`config.mk`:
```
export PLATFORM = sky130hd
export DESIGN_NAME = pmu_i2c_arbiter
export DESIGN_NICKNAME = d
export VERILOG_FILES = /design/src/rtl/pmu_i2c_arbiter.sv
export SDC_FILE = /design/constraint.sdc
export NUM_CORES = 1
export LEC_CHECK = 0
export ABC_AREA = 1
export BUFFER_PORTS_ARGS = -buffer_cell sky130_fd_sc_hd__clkbuf_2
export CORE_ASPECT_RATIO = 0.6
export CORE_UTILIZATION = 40
export DETAILED_ROUTE_END_ITERATION = 10
export GPL_ROUTABILITY_DRIVEN = 0
export PLACE_DENSITY = 0.7
export SETUP_SLACK_MARGIN = 0.1
export SYNTH_ARGS = -nofsm -noshare
export SYNTH_HDL_FRONTEND = slang
export SYNTH_SLANG_ARGS = --single-unit
```
`constraint.sdc`:
```
create_clock -name clk -period 1.7 [get_ports clk]
set_input_delay 0.085 -clock clk [delete_from_list [all_inputs] [get_ports clk]]
set_output_delay 0.085 -clock clk [all_outputs]
set_load 0.005 [all_outputs]
```
`src/rtl/pmu_i2c_arbiter.sv`:
```
// Round-robin arbiter sharing the PMU I2C byte engine among NUM_REQ requesters.
// The grant is held for a whole request sequence and is revoked by a hold watchdog.
module pmu_i2c_arbiter #(
  parameter int unsigned       NUM_REQ  = 2,
  parameter int unsigned       HOLD_W   = 16,
  parameter logic [HOLD_W-1:0] MAX_HOLD = 16'hFFFF
) (
  input  logic                 clk,
  input  logic                 reset,
  input  logic [NUM_REQ-1:0]   req,
  output logic [NUM_REQ-1:0]   gnt,
  output logic [NUM_REQ-1:0]   abort,
  input  logic [8*NUM_REQ-1:0] rq_data,
  input  logic [NUM_REQ-1:0]   rq_start,
  input  logic [NUM_REQ-1:0]   rq_done,
  input  logic [NUM_REQ-1:0]   rq_rw,
  input  logic [NUM_REQ-1:0]   rq_clear_failed,
  output logic [NUM_REQ-1:0]   rq_data_latch,
  output logic [NUM_REQ-1:0]   rq_in_data_valid,
  output logic [NUM_REQ-1:0]   rq_ready,
  output logic [NUM_REQ-1:0]   rq_failed,
  output logic [7:0]           rq_in_data,
  output logic [7:0]           i2c_data,
  output logic                 i2c_start,
  output logic                 i2c_done,
  output logic                 i2c_clear_failed,
  output logic                 i2c_rw,
  input  logic                 i2c_data_latch,
  input  logic                 i2c_in_data_valid,
  input  logic                 i2c_ready,
  input  logic                 i2c_failed,
  input  logic [7:0]           i2c_in_data,
  output logic [1:0]           owner
);

  typedef enum logic [1:0] {IDLE, OWN, DRAIN, ABORT} state_e;

  state_e              state_q, state_d;
  logic [NUM_REQ-1:0]  gnt_q, gnt_d;
  logic [NUM_REQ-1:0]  abort_q, abort_d;
  logic [1:0]          owner_q, owner_d;
  logic [1:0]          ptr_q, ptr_d;
  logic [HOLD_W-1:0]   hold_q, hold_d;

  logic [1:0]          sel_idx;
  logic [1:0]          ptr_next;
  logic [7:0]          own_data;
  logic                own_start, own_done, own_rw, own_clear, own_req;

  // Round-robin pick: smallest upward distance from the pointer wins.
  always_comb begin
    int unsigned best_d;
    int unsigned d;
    best_d  = NUM_REQ;
    d       = 0;
    sel_idx = '0;
    for (int unsigned i = 0; i < NUM_REQ; i++) begin
      d = (i + NUM_REQ - 32'(ptr_q)) % NUM_REQ;
      if (req[i] && (d < best_d)) begin
        best_d  = d;
        sel_idx = 2'(i);
      end
    end
  end

  always_comb begin
    own_data  = '0;
    own_start = 1'b0;
    own_done  = 1'b0;
    own_rw    = 1'b1;
    own_clear = 1'b0;
    own_req   = 1'b0;
    for (int unsigned i = 0; i < NUM_REQ; i++) begin
      if (owner_q == 2'(i)) begin
        own_data  = rq_data[8*i +: 8];
        own_start = rq_start[i];
        own_done  = rq_done[i];
        own_rw    = rq_rw[i];
        own_clear = rq_clear_failed[i];
        own_req   = req[i];
      end
    end
  end

  assign ptr_next = (owner_q == 2'(NUM_REQ - 1)) ? '0 : owner_q + 2'd1;

  always_ff @(posedge clk) begin
    if (reset) begin
      state_q <= IDLE;
      gnt_q   <= '0;
      abort_q <= '0;
      owner_q <= '0;
      ptr_q   <= '0;
      hold_q  <= '0;
    end else begin
      state_q <= state_d;
      gnt_q   <= gnt_d;
      abort_q <= abort_d;
      owner_q <= owner_d;
      ptr_q   <= ptr_d;
      hold_q  <= hold_d;
    end
  end

  always_comb begin
    state_d          = state_q;
    gnt_d            = gnt_q;
    abort_d          = '0;
    owner_d          = owner_q;
    ptr_d            = ptr_q;
    hold_d           = hold_q;
    i2c_start        = 1'b0;
    i2c_done         = 1'b0;
    i2c_clear_failed = 1'b0;
    i2c_rw           = 1'b1;
    i2c_data         = 8'h00;
    case (state_q)
      IDLE: begin
        if ((|req) && i2c_ready) begin
          state_d = OWN;
          owner_d = sel_idx;
          hold_d  = '0;
          for (int unsigned i = 0; i < NUM_REQ; i++) begin
            gnt_d[i] = (sel_idx == 2'(i));
          end
        end
      end
      OWN: begin
        i2c_start        = own_start;
        i2c_done         = own_done;
        i2c_clear_failed = own_clear;
        i2c_rw           = own_rw;
        i2c_data         = own_data;
        hold_d           = hold_q + 1'b1;
        // A req drop in the expiry cycle takes precedence over the watchdog.
        if (!own_req) begin
          state_d = DRAIN;
        end else if (hold_q == MAX_HOLD - 1'b1) begin
          state_d = ABORT;
          gnt_d   = '0;
          for (int unsigned i = 0; i < NUM_REQ; i++) begin
            abort_d[i] = (owner_q == 2'(i));
          end
        end
      end
      DRAIN: begin
        i2c_done         = 1'b1;
        i2c_clear_failed = own_clear;
        i2c_rw           = own_rw;
        i2c_data         = own_data;
        if (i2c_ready) begin
          state_d = IDLE;
          gnt_d   = '0;
          ptr_d   = ptr_next;
        end
      end
      ABORT: begin
        i2c_done         = 1'b1;
        i2c_clear_failed = 1'b1;
        if (i2c_ready) begin
          state_d = IDLE;
          ptr_d   = ptr_next;
        end
      end
      default: state_d = IDLE;
    endcase
  end

  // Engine strobes reach only the granted requester; gnt is zero in IDLE and ABORT.
  assign rq_data_latch    = gnt_q & {NUM_REQ{i2c_data_latch}};
  assign rq_in_data_valid = gnt_q & {NUM_REQ{i2c_in_data_valid}};
  assign rq_ready         = gnt_q & {NUM_REQ{i2c_ready}};
  assign rq_failed        = gnt_q & {NUM_REQ{i2c_failed}};
  assign rq_in_data       = i2c_in_data;

  assign gnt   = gnt_q;
  assign abort = abort_q;
  assign owner = owner_q;

endmodule

```
## Word-level counts from Yosys, hierarchy flattened

Cells that the tools add are included.

| storage, ports and cells | value |
|---|---|
| bits in registers | 24 |
| bits of input ports | 40 |
| memory bits (read-only) | 0 |
| memories kept | 0 |
| bits in latches | 0 |
| memory bits (writable) | 0 |
| output and inout port bits | 34 |

| operators by class | value |
|---|---|
| shift operators | 0 |
| $mul | 0 |
| bitwise logic cells | 7 |
| reductions and logical operators | 17 |
| div/mod/pow operators | 0 |
| eq/ne operators | 12 |
| $lt $le $gt $ge | 2 |
| multiplexer cells | 31 |
| $add $sub $neg | 4 |

Operators with widths:

| operator | count |
|---|---|
| 1-bit by 32-bit less-than comparator with 1-bit output | 1 |
| 16-bit case mux with 2 select lines | 1 |
| 8-bit 2-to-1 mux | 3 |
| 16-bit by 1-bit adder with 16-bit output, second input constant | 1 |
| 16-bit == test, second input constant | 1 |
| 16-bit 2-to-1 mux | 1 |
| 2-bit 2-to-1 mux | 8 |
| 1-bit 2-to-1 mux | 14 |
| 2-bit case mux with 3 select lines | 2 |
| 2-bit bitwise AND | 4 |
| 2-bit inequality test, second input constant | 4 |
| 2-bit zero test | 3 |
| 2-bit AND reduction | 3 |
| 2-bit OR reduction | 3 |
| 5-bit AND reduction | 1 |
| 2-bit == test, second input constant | 2 |
| 1-bit case mux with 2 select lines | 2 |
| 4-bit OR reduction | 1 |
| 1-bit logical AND | 3 |
| 3-bit inequality test, second input constant | 1 |
| 1-bit inverter | 3 |
| 3-bit AND reduction | 1 |
| 3-bit nonzero test | 1 |
| 1-bit == test, second input constant | 2 |
| 6 further kinds | 7 |

## Depth between registers and ports, before layout

Gate-level depths: netlist of the first run.

| logic depth | value |
|---|---|
| depth in word-level cells | 10 |
| gate-level depth with buffers | 10 |

## Worst setup path before layout of the first run

Ideal clock, no wire load.

| path | value |
|---|---|
| path type | flip-flop to flip-flop |
| start | register state_q[0] |
| end | register hold_q[10] |
| arrival time | 1.374 ns |
| cell stages (with the launch flop) | 10 |
| library setup time | 0.115 ns |
| buffers on the path | 1 |
| setup slack | 0.211 ns |
| clock period less this slack | 1.489 ns |
| path through | dfxtp_1 -> inv_1 -> ha_1 -> nand3_2 -> o21ai_0 -> inv_1 -> buf_4 -> nand2_1 -> nand2_1 -> o21a_1 |

| on the way | value |
|---|---|
| longest elaborated chain between the ends | 3 |
| elaborated cells between the ends (all ways) | 6 |

Ends and longest elaborated chain:

| what | RTL line | source |
|---|---|---|
| start: declaration | 38 | `state_e state_q, state_d;` |
| start signal: assignment | 96 | `state_q <= state_d;` |
| 2-bit by 1-bit == test with 1-bit output / 2-bit zero test (equally long branches) | 117 | `case (state_q)` |
| 2-bit nonzero test (no line) / 2-bit inequality test (equally long branches) | - |  |
| 2-bit AND reduction (no line) | - |  |
| end signal: assignment | 101 | `hold_q <= hold_d;` |
| end: declaration | 43 | `logic [HOLD_W-1:0] hold_q, hold_d;` |

Several ways; a longest one is shown, not always the timed one.
A chain may end at the register's enable or synchronous reset.

## Worst setup path in the final report of the first run

| path | value |
|---|---|
| start | register state_q[1] |
| end | output i2c_done |

| on the way | value |
|---|---|
| longest elaborated chain between the ends | 3 |
| elaborated cells between the ends (all ways) | 5 |

Ends and longest elaborated chain:

| what | RTL line | source |
|---|---|---|
| 2-bit == test | 117 |  |
| 2-bit OR reduction (no line) | - |  |
| 1-bit case mux with 2 select lines * | 117 |  |
| end: declaration | 25 | `output logic i2c_done,` |

Mark *: on every way between the ends. The rest lies on a longest branch, timed or not.

==> impl_metrics.json, run 1 <==
{
  "globalRouteOverflowTotal": 0,
  "endpoint_kind": "primary output",
  "wl_per_cell_um": 11.5,
  "worstPathRequired_ps": 1620,
  "worstHoldStart": "reset",
  "regArea_um2": 485,
  "leakage_uw": 0.00114,
  "clock-sinks": 24,
  "arrival_ps": 1500,
  "grt_max_degree": 14,
  "die_h_um": 51.5,
  "intPower_uw": 1560,
  "drv_cap": 0,
  "reg2reg_depth": 9,
  "pre_cts_slack_ps": 63.7,
  "switching_share_pct": 40.7,
  "hpwlAfterDp_um": 3330,
  "initialDrtViolationCount": 143,
  "finalSetupViolations": 0,
  "p_per_area_mw_per_mm2": 1240,
  "reg2reg_slack_ps": 180,
  "status": "finished, final reports clean",
  "cp_max_fo": 4,
  "crit_type": "reg -> out",
  "drt_pass1_iterations": 6,
  "synth_top_cells_by_area": "dfxtp_1, nand2_1, nor2_1",
  "nNetsFinal": 382,
  "fillers": 362,
  "htreeDepth": 1,
  "r2r_end": "gnt[0]",
  "fmax_ghz": 0.629,
  "ys.flop_type": "dfxtp_1",
  "yosysTopAreaCell": "dfxtp_1",
  "post-route-period-util_pct": 93.5,
  "cts-root-buf": "clkbuf_8",
  "ys_ff_latch": 24,
  "cts.hold.buffers_added": 0,
  "insertedDiodeCount": 0,
  "pin_count": 74,
  "vias": 1833,
  "switching_power_uw": 1070,
  "die_x_um": 84.6,
  "drc": 0,
  "cts_buffer_depth": 2,
  "cts_inserted_buffers": 3,
  "whs_endpoint": "hold_q[1]",
  "rsz0062_at_grt": "true",
  "drive_gt1_share_pct": 28.1,
  "postSynthCellCount": 273,
  "hp-class": "in -> reg",
  "r2r_start": "state_q[1]",
  "syn_avg_cell_area_um2": 5.99,
  "core-area_mm2": 0.00379,
  "ir_drop_uv": 1140,
  "routed_wl_um": 4370,
  "postRouteAntennaNets": 0,
  "clk_pin_slew_ps": 90,
  "grt_pass1_wl_um": 7180,
  "netlist_area_mm2": 0.00164,
  "rows": 17,
  "yosys.area.top_type_share_pct": 29.4,
  "p_comb_share_pct": 58.8,
  "ys_types": 25,
  "pwr-share-seq_pct": 26.4,
  "setup_tns_ps": 0,
  "cts_tree": "yes",
  "fin_ws_ps": 111,
  "syn2layout_area_growth_pct": 29.5,
  "ys.warnings.count": 0,
  "clock_latency_ps": 270,
  "dieArea_mm2": 0.00436,
  "hold_viol": 0,
  "vias_per_cell": 4.81,
  "fin_skew_ps": 4.15,
  "ys_seq_area_share_pct": 29.4,
  "clkPwrFrac_pct": 14.8,
  "grt_usage_pct": 21.1,
  "start_util_pct": 43.2,
  "multiInputGateArea_um2": 961,
  "hold-path-cell-count": 2,
  "grt_pass1_vias": 1614,
  "finalMaxSlewViolations": 0,
  "synth_nets": 320,
  "ys_async_sr_fraction_pct": 0,
  "synth_edf_count": 0,
  "io_buffers": 56,
  "antenna_found_initial": 0,
  "crit_path_start_kind": "flop",
  "min_period_ps": 1590
}
[timing repair]
item / 4_1_cts / 5_1_grt
pin swaps: 4 / 8
setup buffers: 5 / 1
cloned: 0 / 0
gates resized for setup: 11 / 17
setup endpoints to repair: 20 / 16
[cell usage after synthesis, drive strengths merged (2+ instances only)]
cell type	count
nand3	11
o21bai	2
buf	12
dfxtp	24
or2	2
ha	7
o21ai	23
nand2	62
clkbuf	3
nor3	3
nor2	60
inv	40
nand4	6
a21oi	13
[cell type report]
cell class	instances	share of cell area (%)
Inverter	40	7.32
Timing Repair Buffer	72	19.1
Clock buffer	4	2.60
Sequential cell	24	22.9
Multi-Input combinational cell	194	45.3
Tap cell	47	2.77
[placed cells by master, fill, tap and decap left out]
cell / n
nand2_1: 62
nor2_1: 57
clkbuf_2: 54
inv_1: 36
dfxtp_1: 22
o21ai_0: 16
buf_4: 15
a21oi_1: 13
nand3_1: 10
nand4_1: 6
ha_1: 5
o21ai_1: 4
clkbuf_8: 4
o21ai_2: 3
nor3_1: 3
inv_2: 2
nor2_4: 2
inv_4: 2
o21bai_1: 2
ha_4: 2
buf_2: 2
nor2_2: 1
nand3_2: 1
o21a_1: 1
nor3b_1: 1
or2_4: 1
a211oi_1: 1
a22oi_2: 1
or2_2: 1
conb_1: 1
buf_6: 1
dfxtp_4: 1
dfxtp_2: 1
[worst max-delay path: stages, from the launching register on]
cell	delay [ps]
dfxtp_2	340
inv_4	80
ha_4	150
inv_2	40
buf_4	150
nor2_4	120
o21ai_2	60
a21oi_1	150
buf_2	140
[per-stage QoR]
step	instance area (um^2)	total power [uW]	hold WS, ps	cells	utilization [%]
2_1_floorplan	1640	1440	154	273	-
3_3_place_gp	1950	1900	170	371	51.5
3_5_place_dp	1950	1900	170	371	51.5
4_1_cts	2080	2470	54.1	380	54.9
5_1_grt	2120	2840	62.8	381	56.0
6_report	2120	2630	57.6	381	56.0
[kinds of logic after synthesis]
group	after synthesis	share of synthesized area (%)
AO/OA/AOI/OAI	41	13.5
adder cells (fa/ha/maj)	7	5.35
buffers and inverters	55	15.4
flip-flops	24	29.4
other	1	0.229
AND/OR/NAND/NOR	145	36.1
[registers in the layout, indices dropped and copies added, names as in the netlist]
register / cells
hold_q: 16
abort: 2
gnt: 2
state_q: 2
owner: 1
ptr_q: 1
[worst max path at each step]
stage / startpoint / to / slack [ps]
floorplan: state_q[0] / hold_q[10] / 210
global placement: state_q[0] / hold_q[2] / 60
detailed placement: state_q[1] / hold_q[11] / 60
CTS: state_q[0] / i2c_clear_failed / 110
global route: state_q[1] / i2c_done / 40
finish: state_q[1] / i2c_done / 110
[routing by layer]
layer | GRT usage (%) | vias to the layer above | part of all wire (%)
li1 | - | 966 | -
met1 | 30.8 | 811 | 55
met2 | 31.7 | 52 | 39
met3 | 5.24 | 4 | 5.2
met4 | 3.67 | 0 | 0.57
met5 | 0 | - | 0
[power groups by stage]
stage | clock network, uW | logic (uW) | registers, uW
2_1_floorplan | 0 | 768 | 675
3_3_place_gp | 0 | 1220 | 686
3_5_place_dp | 0 | 1210 | 687
4_1_cts | 401 | 1370 | 694
5_1_grt | 424 | 1710 | 706
6_report | 390 | 1550 | 694
Note: power is estimated with default switching activity, not from simulation.
==> run 2, diff against run 1 <==
CTS_BUF_LIST = sky130_fd_sc_hd__clkbuf_2   (was not set)
SKIP_CTS_REPAIR_TIMING = 1   (was not set)
==> impl_metrics.json, run 2 (synthesized netlist as in run 1, its figures left out) <==
{
  "status": "complete, but fails checks",
  "failed_checks": "negative setup slack",
  "syn2layout_area_growth_pct": 28.0,
  "drive_gt1_share_pct": 28.4,
  "worstHoldStart": "req[1]",
  "critical_path_buf_inv_count": 4,
  "clkPwrFrac_pct": 8.9,
  "crit_path_cell_trace": "inv_4 > ha_4 > inv_2 > buf_6 > nor2_4 > o21ai_2 > a21oi_1 > buf_2",
  "intPower_uw": 1420,
  "crit_path_max_incr_delay_ps": 380,
  "grt_usage_pct": 19.4,
  "start_util_pct": 43.2,
  "clock-sinks": 24,
  "pwr-share-seq_pct": 27.9,
  "insertedDiodeCount": 0,
  "cts_inserted_buffers": 3,
  "io_buffers": 56,
  "r2r_start": "state_q[1]",
  "rows": 17,
  "postRouteAntennaNets": 0,
  "dp_cells": 371,
  "fin_ws_ps": -19.1,
  "layout_commonest_cell": "nand2_1",
  "vias_per_cell": 4.81,
  "cts-root-buf": "clkbuf_2",
  "cp_max_fo": 5,
  "reg2reg_slack_ps": 140,
  "p_per_area_mw_per_mm2": 1190,
  "routed_wl_um": 4410,
  "die_h_um": 51.5,
  "min_period_ps": 1720,
  "setup_tns_ps": -19.1,
  "antenna_found_initial": 0,
  "clk_pin_slew_ps": 220,
  "cts_tree": "yes",
  "die_x_um": 84.6,
  "drv_cap": 0,
  "switching_power_uw": 1080,
  "p_total_uw": 2500,
  "nNetsFinal": 382,
  "leakage_uw": 0.00112,
  "hold_viol": 0,
  "ir_drop_uv": 1360,
  "core-area_mm2": 0.00379,
  "post-route-period-util_pct": 101,
  "final_util_pct": 55.3,
  "crit_path_start_kind": "flop",
  "globalRouteOverflowTotal": 0,
  "switching_share_pct": 43.2,
  "layoutNonFillerInstCount": 381,
  "hp-class": "in -> reg",
  "rsz0062_at_grt": "true",
  "htreeDepth": 1,
  "hpwlAfterDp_um": 3330,
  "startpoint": "state_q[1]",
  "grt_pass1_vias": 1494,
  "initialDrtViolationCount": 119,
  "vias": 1831,
  "crit_type": "reg -> out",
  "p_comb_share_pct": 63.2,
  "clock_latency_ps": 340,
  "dieArea_mm2": 0.00436,
  "fmax_ghz": 0.582,
  "regMostFlops": "hold_q",
  "worstPathRequired_ps": 1620,
  "pin_count": 74,
  "arrival_ps": 1630,
  "grt_max_degree": 14,
  "largest_reg_flops": 16,
  "drc": 0,
  "wl_per_cell_um": 11.6,
  "grt_pass1_wl_um": 6690,
  "endpoint_kind": "primary output",
  "final_cell_mix": "nand2_1, nor2_1, clkbuf_2",
  "fin_skew_ps": 5.99,
  "drt_pass1_iterations": 6,
  "cp_top_family": "buffers and inverters",
  "finalMaxSlewViolations": 0,
  "critical-path-slowest-cell": "dfxtp_2",
  "pre_cts_slack_ps": 63.7,
  "finalSetupViolations": 1,
  "cts_buffer_depth": 2
}
run 2: cell count changes in the layout (fill, tap and decap cells not counted), moves of 2 or more:
cell | previous run | this run
buf_2 | 2 | 8
buf_4 | 15 | 13
clkbuf_2 | 54 | 51
clkbuf_8 | 4 | 0
o21ai_0 | 16 | 11
o21ai_2 | 3 | 7
run 2: path summary, 6_finish.rpt:
check | end | depth (start not counted)
max | i2c_done | 8
min | owner[0] | 5
max reg2reg | hold_q[11] | 10
min reg2reg | hold_q[2] | 1
run 2: final cells by class:
type                    instances  area, um^2
fillers                       369        1690
multi-input cells             194         963
flip-flops and latches         24         485
repair buffers                 72         410
inverters                      40         158
well taps                      47        58.8
clock buffers                   3        15.0
clock inverters                 1        3.75
run 2: metrics by stage:
| stage | hold slack (ps) | cell area [um^2] |
|---|---|---|
| 6_report | 156 | 2090 |
| 5_1_grt | 168 | 2090 |
| 4_1_cts | -56.7 | 1970 |
| 3_5_place_dp | 170 | 1950 |
| 3_3_place_gp | 170 | 1950 |
| 2_1_floorplan | 154 | 1640 |
run 2: tightest hold or removal path, cell delays in order:
cell and delay (ps):
clkbuf_2 90, o21ai_0 110, nor2_1 60, a21oi_1 100, nor2_1 40
run 2: power groups by stage:
stage | clock network, uW | logic (uW) | registers [uW]
2_1_floorplan | 0 | 768 | 675
3_3_place_gp | 0 | 1220 | 686
3_5_place_dp | 0 | 1210 | 687
4_1_cts | 230 | 1220 | 675
5_1_grt | 252 | 1730 | 704
6_report | 221 | 1580 | 697
run 2: metal layers:
metal / GRT usage (%) / share of wire [%] / vias to the layer above
met5: 0 / 0 / -
met4: 1.98 / 0 / 0
met3: 5.08 / 6.0 / 0
met2: 27.6 / 41 / 50
met1: 29.9 / 53 / 812
li1: - / - / 969
